File: src/rtl/microcode_loader.sv
`default_nettype none
// ============================================================================
// Module      : microcode_loader
// Description : Assembles 64-bit microcode words from 32-bit host halves and
//               commits them through the shared decode-table port, yielding
//               to decode lookups. Optional readback verify is enabled by
//               defining MICROCODE_LOADER_VERIFY_EN.
// Revision    : 1.0 - initial release
// ============================================================================
module microcode_loader #(
    parameter int STARVE  = 8,
    parameter int COUNT_W = 16
) (
    input  logic               clk,
    input  logic               rst,
    input  logic               host_valid,
    output logic               host_ready,
    input  logic [8:0]         host_addr,
    input  logic [31:0]        host_wdata,
    input  logic               dec_active,
    output logic               dec_stall,
    output logic [3:0]         mc_we,
    output logic               mc_re,
    output logic [5:0]         mc_index,
    output logic [63:0]        mc_wdata,
    input  logic [63:0]        mc_rdata,
    output logic               busy,
    output logic               err,
    output logic [COUNT_W-1:0] commit_count
);

    localparam int c_WAIT_W = $clog2(STARVE + 1);
    localparam logic [c_WAIT_W-1:0] c_STARVE_CNT = c_WAIT_W'(STARVE);

    typedef enum logic [1:0] {
        S_IDLE = 2'd0,
        S_PEND = 2'd1,
        S_RDBK = 2'd2,
        S_CMP  = 2'd3
    } state_t;

    state_t r_state;
    state_t w_next;

    logic               r_lo_vld;
    logic [1:0]         r_lo_tbl;
    logic [5:0]         r_lo_idx;
    logic [31:0]        r_lo_data;
    logic [1:0]         r_tbl;
    logic [5:0]         r_index;
    logic [63:0]        r_word;
    logic               r_err;
    logic [COUNT_W-1:0] r_count;
    logic [c_WAIT_W-1:0] r_wait;

    logic       w_accept;
    logic [1:0] w_tbl;
    logic [5:0] w_idx;
    logic       w_half;
    logic       w_pair_ok;
    logic       w_range_bad;
    logic       w_hi_good;
    logic       w_hi_bad;
    logic       w_port_free;
    logic       w_wr_fire;
    logic       w_count_inc;
    logic       w_cmp_fail;

    assign w_tbl       = host_addr[8:7];
    assign w_idx       = host_addr[6:1];
    assign w_half      = host_addr[0];
    assign w_accept    = host_valid & host_ready;
    assign w_pair_ok   = r_lo_vld & (w_tbl == r_lo_tbl) & (w_idx == r_lo_idx);
    // regimm and cp0 tables hold only 32 entries
    assign w_range_bad = w_tbl[1] & w_idx[5];
    assign w_hi_good   = w_accept & w_half & w_pair_ok & ~w_range_bad;
    assign w_hi_bad    = w_accept & w_half & ~(w_pair_ok & ~w_range_bad);
    assign w_port_free = ~dec_active;
    assign w_wr_fire   = (r_state == S_PEND) & w_port_free & ~rst;

`ifdef MICROCODE_LOADER_VERIFY_EN
    assign mc_re = (r_state == S_RDBK) & w_port_free & ~rst;
`else
    logic w_unused;
    assign w_unused = ^mc_rdata;
    assign mc_re    = 1'b0;
`endif

    always_comb begin
        w_next      = r_state;
        w_count_inc = 1'b0;
        w_cmp_fail  = 1'b0;
        case (r_state)
            S_IDLE: begin
                if (w_hi_good) begin
                    w_next = S_PEND;
                end
            end
            S_PEND: begin
                if (w_port_free) begin
`ifdef MICROCODE_LOADER_VERIFY_EN
                    w_next = S_RDBK;
`else
                    w_next      = S_IDLE;
                    w_count_inc = 1'b1;
`endif
                end
            end
`ifdef MICROCODE_LOADER_VERIFY_EN
            S_RDBK: begin
                if (w_port_free) begin
                    w_next = S_CMP;
                end
            end
            S_CMP: begin
                w_next = S_IDLE;
                if (mc_rdata == r_word) begin
                    w_count_inc = 1'b1;
                end else begin
                    w_cmp_fail = 1'b1;
                end
            end
`endif
            default: w_next = S_IDLE;
        endcase
    end

    always_ff @(posedge clk) begin
        if (rst) begin
            r_state   <= S_IDLE;
            r_lo_vld  <= 1'b0;
            r_lo_tbl  <= 2'd0;
            r_lo_idx  <= 6'd0;
            r_lo_data <= 32'd0;
            r_tbl     <= 2'd0;
            r_index   <= 6'd0;
            r_word    <= 64'd0;
            r_err     <= 1'b0;
            r_count   <= '0;
            r_wait    <= '0;
        end else begin
            r_state <= w_next;
            if (w_accept && !w_half) begin
                r_lo_vld  <= 1'b1;
                r_lo_tbl  <= w_tbl;
                r_lo_idx  <= w_idx;
                r_lo_data <= host_wdata;
            end else if (w_accept && w_half) begin
                r_lo_vld  <= 1'b0;
            end
            if (w_hi_good) begin
                r_tbl   <= w_tbl;
                r_index <= w_idx;
                r_word  <= {host_wdata, r_lo_data};
            end
            if (w_hi_bad || w_cmp_fail) begin
                r_err <= 1'b1;
            end
            if (w_count_inc) begin
                r_count <= r_count + 1'b1;
            end
            // Saturating count of blocked cycles; any port access clears it
            if (((r_state == S_PEND) || (r_state == S_RDBK)) && dec_active) begin
                if (r_wait != c_STARVE_CNT) begin
                    r_wait <= r_wait + 1'b1;
                end
            end else begin
                r_wait <= '0;
            end
        end
    end

    assign host_ready   = (r_state == S_IDLE) & ~rst;
    assign busy         = (r_state != S_IDLE);
    assign dec_stall    = (r_wait == c_STARVE_CNT);
    assign mc_we        = w_wr_fire ? (4'b0001 << r_tbl) : 4'b0000;
    assign mc_index     = r_index;
    assign mc_wdata     = r_word;
    assign err          = r_err;
    assign commit_count = r_count;

endmodule
`default_nettype wire

File: config.mk
export PLATFORM = sky130hd
export DESIGN_NAME = microcode_loader
export DESIGN_NICKNAME = d
export VERILOG_FILES = /design/src/rtl/microcode_loader.sv
export SDC_FILE = /design/constraint.sdc
export NUM_CORES = 1
export LEC_CHECK = 0
export CAP_MARGIN = 30
export CORE_MARGIN = 3
export CORE_UTILIZATION = 35
export DETAILED_ROUTE_END_ITERATION = 6
export PLACE_DENSITY = 0.7
export SLEW_MARGIN = 10
export SYNTH_ARGS = -nofsm -noshare
export SYNTH_HDL_FRONTEND = slang
export SYNTH_SLANG_ARGS = --single-unit
File: constraint.sdc
create_clock -name clk -period 4.3 [get_ports clk]
set_input_delay 0.43 -clock clk [delete_from_list [all_inputs] [get_ports clk]]
set_output_delay 0.43 -clock clk [all_outputs]
set_load 0.05 [all_outputs]
## Word level (Yosys, flattened, before mapping)

Cells that the tools add are included.

- Register bits: 136
- Input port bits: 109
- Output and inout bits: 95
- Logic and storage cells: 57

- Add/subtract/negate cells: 2
- Equal/unequal tests: 8
- Shifts and indexed selects: 1
- Mux-type cells: 8
- Bitwise gates (word level): 17
- Reduce and logical (&&, ||, !) cells: 10

Operators with widths:

| kind | number |
|---|---|
| adder 16 x 1 -> 16 bit (second input constant) | 1 |
| AND 1 bit | 12 |
| equality test 6 bit | 1 |
| NOT 1 bit | 5 |
| adder 4 x 1 -> 4 bit (second input constant) | 1 |
| equality test 4 bit (second input constant) | 1 |
| 2-to-1 mux 1 bit | 4 |
| 2-to-1 mux 2 bit | 2 |
| 2-to-1 mux 4 bit | 1 |
| != test 2 bit (second input constant) | 2 |
| != test 4 bit (second input constant) | 1 |
| case mux 2 bit (2 select lines) | 1 |
| nonzero test 2 bit | 2 |
| << shifter 1 x 2 -> 4 bit (first input constant) | 1 |
| logical AND 1 bit | 3 |
| equality test 2 x 1 -> 1 bit (second input constant) | 1 |
| equality test 2 bit | 1 |
| equality test 2 bit (second input constant) | 1 |
| zero test 2 bit | 1 |
| AND reduction 2 bit | 1 |
| OR reduction 2 bit | 1 |
| zero test 1 bit | 1 |
| logical OR 1 bit | 1 |

## Longest topological paths before layout

- Depth in word-level cells: 8
- Gate-level depth with buffers: 6
- Mapped depth without buffers: 5

## Worst setup path before layout

OpenSTA, ideal clock, no wires.

- Path kind: input to output
- Start point: in rst
- End point: out mc_we[0]
- Arrival: 2.436 ns
- Data required time: 3.870 ns
- Path slack: 1.434 ns
- Stages: 4
- Cell sequence: clkbuf_1 -> clkbuf_1 -> buf_2 -> nor4_1

- Cells in the longest elaborated chain, start to end: 3

RTL lines:

| element | line | source |
|---|---|---|
| start, declared | 15 | `input logic rst,` |
| NOT 1 bit | 79 | `assign w_wr_fire = (r_state == S_PEND) & w_port_free & ~rst;` |
| AND 1 bit | 79 |  |
| 2-to-1 mux 4 bit | 176 | `assign mc_we = w_wr_fire ? (4'b0001 << r_tbl) : 4'b0000;` |
| end, declared | 22 | `output logic [3:0] mc_we,` |

Every way passes these cells.

## Worst setup path in the final report

- Start point: in dec_active
- End point: out mc_we[3]

- Cells in the longest elaborated chain, start to end: 4

RTL lines:

| element | line | source |
|---|---|---|
| start, declared | 20 | `input logic dec_active,` |
| NOT 1 bit | 78 | `assign w_port_free = ~dec_active;` |
| AND 1 bit (2 in a row) | 79 |  |
| 2-to-1 mux 4 bit | 176 |  |

Every way passes these cells.

==> metrics.cfg <==
[sta]
relSlewSlack_pct = 53.39
setup_viol = 0
post-route-period-util_pct = 63.01
fin_skew_ps = 8.112
tightest_slew_ps = 699.2
max_freq_mhz = 369.1
whs_ps = 432.9
rsz0062_at_grt = no
maxSlewViolCount = 0
hold_viol_final = 0
post-route-min-period_ps = 2709
fin_setup_tns_ps = 0

[global_routing]
grt_overflow = 0
grt_pass1_vias = 4263
grt.busiest_layer = met2
grt_pass1_wl_um = 20750
antenna_found_initial = 0
grt_util_all_layers_pct = 13.91
grt_util_met2_pct = 21.38
grtUsageMet3_pct = 5.609
grt_util_met1_pct = 18.08
grt_max_degree = 95

[die]
initial_core_util_pct = 36.37
pin_count = 204
floorplan.core_area_um2 = 16120
die_area_um2 = 18330
die_x_um = 135.4
die_h_um = 135.4
rows = 46

[layout]
antenna_cells = 0
final_cell_mix = 148 x nand2b_1, 137 x clkdlybuf4s50_1, 135 x dfxtp_1
layout_commonest_cell = nand2b_1
drive_above_1_share_pct = 5.921
fillCellCount = 1548
area_growth_pct = 34.27
num-nets-final = 859

[detailed_routing]
drt-total-wl_um = 12640
vias = 4380
drt-initial-drc-count = 150
drc_errors = 0
drt-pass1-iter-count = 4
wl_per_cell_um = 12.95
via_per_inst = 4.488
drtAntennaViolNets = 0

[critical_path]
crit_cells = 5
cpMostUsedCell = clkdlybuf4s50_1
start_kind = primary input
path_cells = clkdlybuf4s50_1 > nand2b_1 > nor2_1 > and3_1 > clkdlybuf4s50_1
cpMaxStageDelayCell = clkdlybuf4s50_1
worstPathBufferInverterCount = 2
cp_top_family = buffers and inverters
critPathMaxFanout = 5
crit_type = in2out
worst_setup_path_end_kind = primary output
cp.required_ps = 3870
critical_path_arrival_ps = 2280
worstRegToRegCells = 5
cpPeakStageDelay_ps = 800

[cts]
cts_tree = built
clock_sinks = 135
clk_pin_slew_ps = 60
cts_setup_buffers = 0
tritoncts.num_buffers = 17
h-tree-depth = 4
cts_resized = 0
cts-root-buf = clkbuf_16
clkLatencyLatePin_ps = 410
cts_max_path_buffers = 2
cts_hold_repair.buffers = 0

[placed_design]
gp_congestion = 0.7388
io_buffers = 138
post-dp-hpwl_um = 8191

[power]
vdd_drop_max_mv = 0.2464
pwr-share-comb_pct = 5.3
finalPower_mw = 2.856
power_per_cell_area_nw_per_um2 = 362.9
p_sw_mw = 0.6398
leakagePower_nw = 2.600
seq_power_share_pct = 44.5
internal_power_mw = 2.216
p_sw_share_pct = 22.41
clock_power_share_pct = 50.2

[synthesis]
synth_cell_types = 36
seq_area_frac_synth_pct = 46.11
synthesis.nets = 737
syn_area_um2 = 5861
yosys_register_bits = 135
synth_warnings = 0
synth.avg_cell_area_um2 = 9.377
synthCells = 625

[hold_path]
min_path_cells = 2
hold_path.class = in2reg

[run]
maxCapViolCount = 0

[status]
status = finished, final reports clean

-- area by class of cell --
type | instances | area, um^2 | area share (%)
clock buffer | 18 | 439.2 | 5.581
clock inverter | 14 | 152.6 | 1.940
inverter | 5 | 18.77 | 0.2385
multi-input combinational | 444 | 2849 | 36.21
sequential | 135 | 2703 | 34.35
tap | 216 | 270.3 | 3.435
timing repair buffer | 144 | 1436 | 18.25
-- through the flow --
step | area (um^2) | cells | utilization [%] | worst slack [ps]
after global routing | 7869 | 976 | 48.83 | 1485
final | 7869 | 976 | 48.83 | 1591
after global placement | 7277 | 944 | 45.16 | 1479
after floorplan | 5861 | 625 | - | 1434
after detailed placement | 7277 | 944 | 45.16 | 1437
after CTS | 7869 | 976 | 48.83 | 1571
-- worst paths after layout --
kind | start | slack [ps] | end
hold / removal | rst | 430 | commit_count[7]$_SDFFE_PP0P_
setup reg to reg | r_lo_idx[3]$_SDFFE_PP0P_ | 2080 | mc_wdata[27]$_SDFFE_PP0P_
hold reg to reg | r_lo_data[7]$_SDFFE_PP0P_ | 450 | r_lo_data[7]$_SDFFE_PP0P_
setup / recovery | dec_active | 1590 | mc_we[3]
-- sequential cells by signal, summed over array words and instances, names as in the netlist, 2 cells and up --
| name | count |
|---|---|
| mc_index | 6 |
| r_lo_tbl | 2 |
| r_tbl | 2 |
| r_lo_idx | 6 |
| mc_wdata | 64 |
| r_wait | 4 |
| r_lo_data | 32 |
| commit_count | 16 |
-- power by group through the flow --
stage | logic, mW | clock network, mW | registers, mW
2_1_floorplan | 0.0862 | 0 | 1.30
3_3_place_gp | 0.153 | 0 | 1.30
4_1_cts | 0.154 | 1.48 | 1.27
6_report | 0.152 | 1.43 | 1.27
5_1_grt | 0.167 | 1.53 | 1.27
3_5_place_dp | 0.154 | 0 | 1.30
-- Yosys cell counts --
| master | n | area (um^2) |
|---|---|---|
| a2111oi_4 | 1 | 27.53 |
| a211oi_1 | 1 | 7.510 |
| a21oi_1 | 44 | 220.2 |
| a31o_2 | 1 | 8.760 |
| and3_1 | 3 | 18.77 |
| and3b_1 | 1 | 8.760 |
| and4_4 | 1 | 11.26 |
| and4b_1 | 1 | 10.01 |
| buf_1 | 3 | 11.26 |
| buf_12 | 8 | 160.2 |
| buf_2 | 7 | 35.03 |
| buf_4 | 1 | 7.510 |
| clkbuf_1 | 22 | 82.58 |
| conb_1 | 1 | 3.750 |
| dfxtp_1 | 135 | 2703 |
| ha_1 | 3 | 37.54 |
| inv_1 | 5 | 18.77 |
| mux2_1 | 1 | 11.26 |
| mux2i_1 | 73 | 730.7 |
| nand2_1 | 88 | 330.3 |
| nand2b_1 | 148 | 925.9 |
| nand2b_4 | 1 | 13.76 |
| nand3_1 | 5 | 25.02 |
| nand3b_1 | 3 | 22.52 |
| nand4_1 | 3 | 18.77 |
| nand4b_1 | 1 | 8.760 |
| nor2_1 | 23 | 86.33 |
| nor2b_1 | 3 | 18.77 |
| nor3_1 | 7 | 35.03 |
| nor4_1 | 4 | 25.02 |
| nor4_4 | 1 | 21.27 |
| nor4b_1 | 1 | 8.760 |
| o21ai_0 | 2 | 10.01 |
| or3_1 | 2 | 12.51 |
| xnor2_1 | 12 | 105.1 |
| xor2_1 | 9 | 78.83 |
-- cells by family (layout without fill, tap and decap cells) --
family	after synthesis	after routing	share of synthesized area, %
AND/OR/NAND/NOR	296	296	27.33
flip-flops	135	135	46.11
multiplexers	74	74	12.66
AO/OA/AOI/OAI	49	49	4.676
buffers and inverters	46	181	5.380
XOR/XNOR	21	21	3.138
adder cells (fa/ha/maj)	3	3	0.6405
other	1	1	0.06399
-- layer usage --
| layer | vias up | wire [um] |
|---|---|---|
| li1 | 2284 | - |
| met1 | 1986 | 6207 |
| met2 | 98 | 5418 |
| met3 | 12 | 893 |
| met4 | 0 | 120 |
| met5 | - | 0 |
Note: power is estimated with default switching activity, not from simulation.
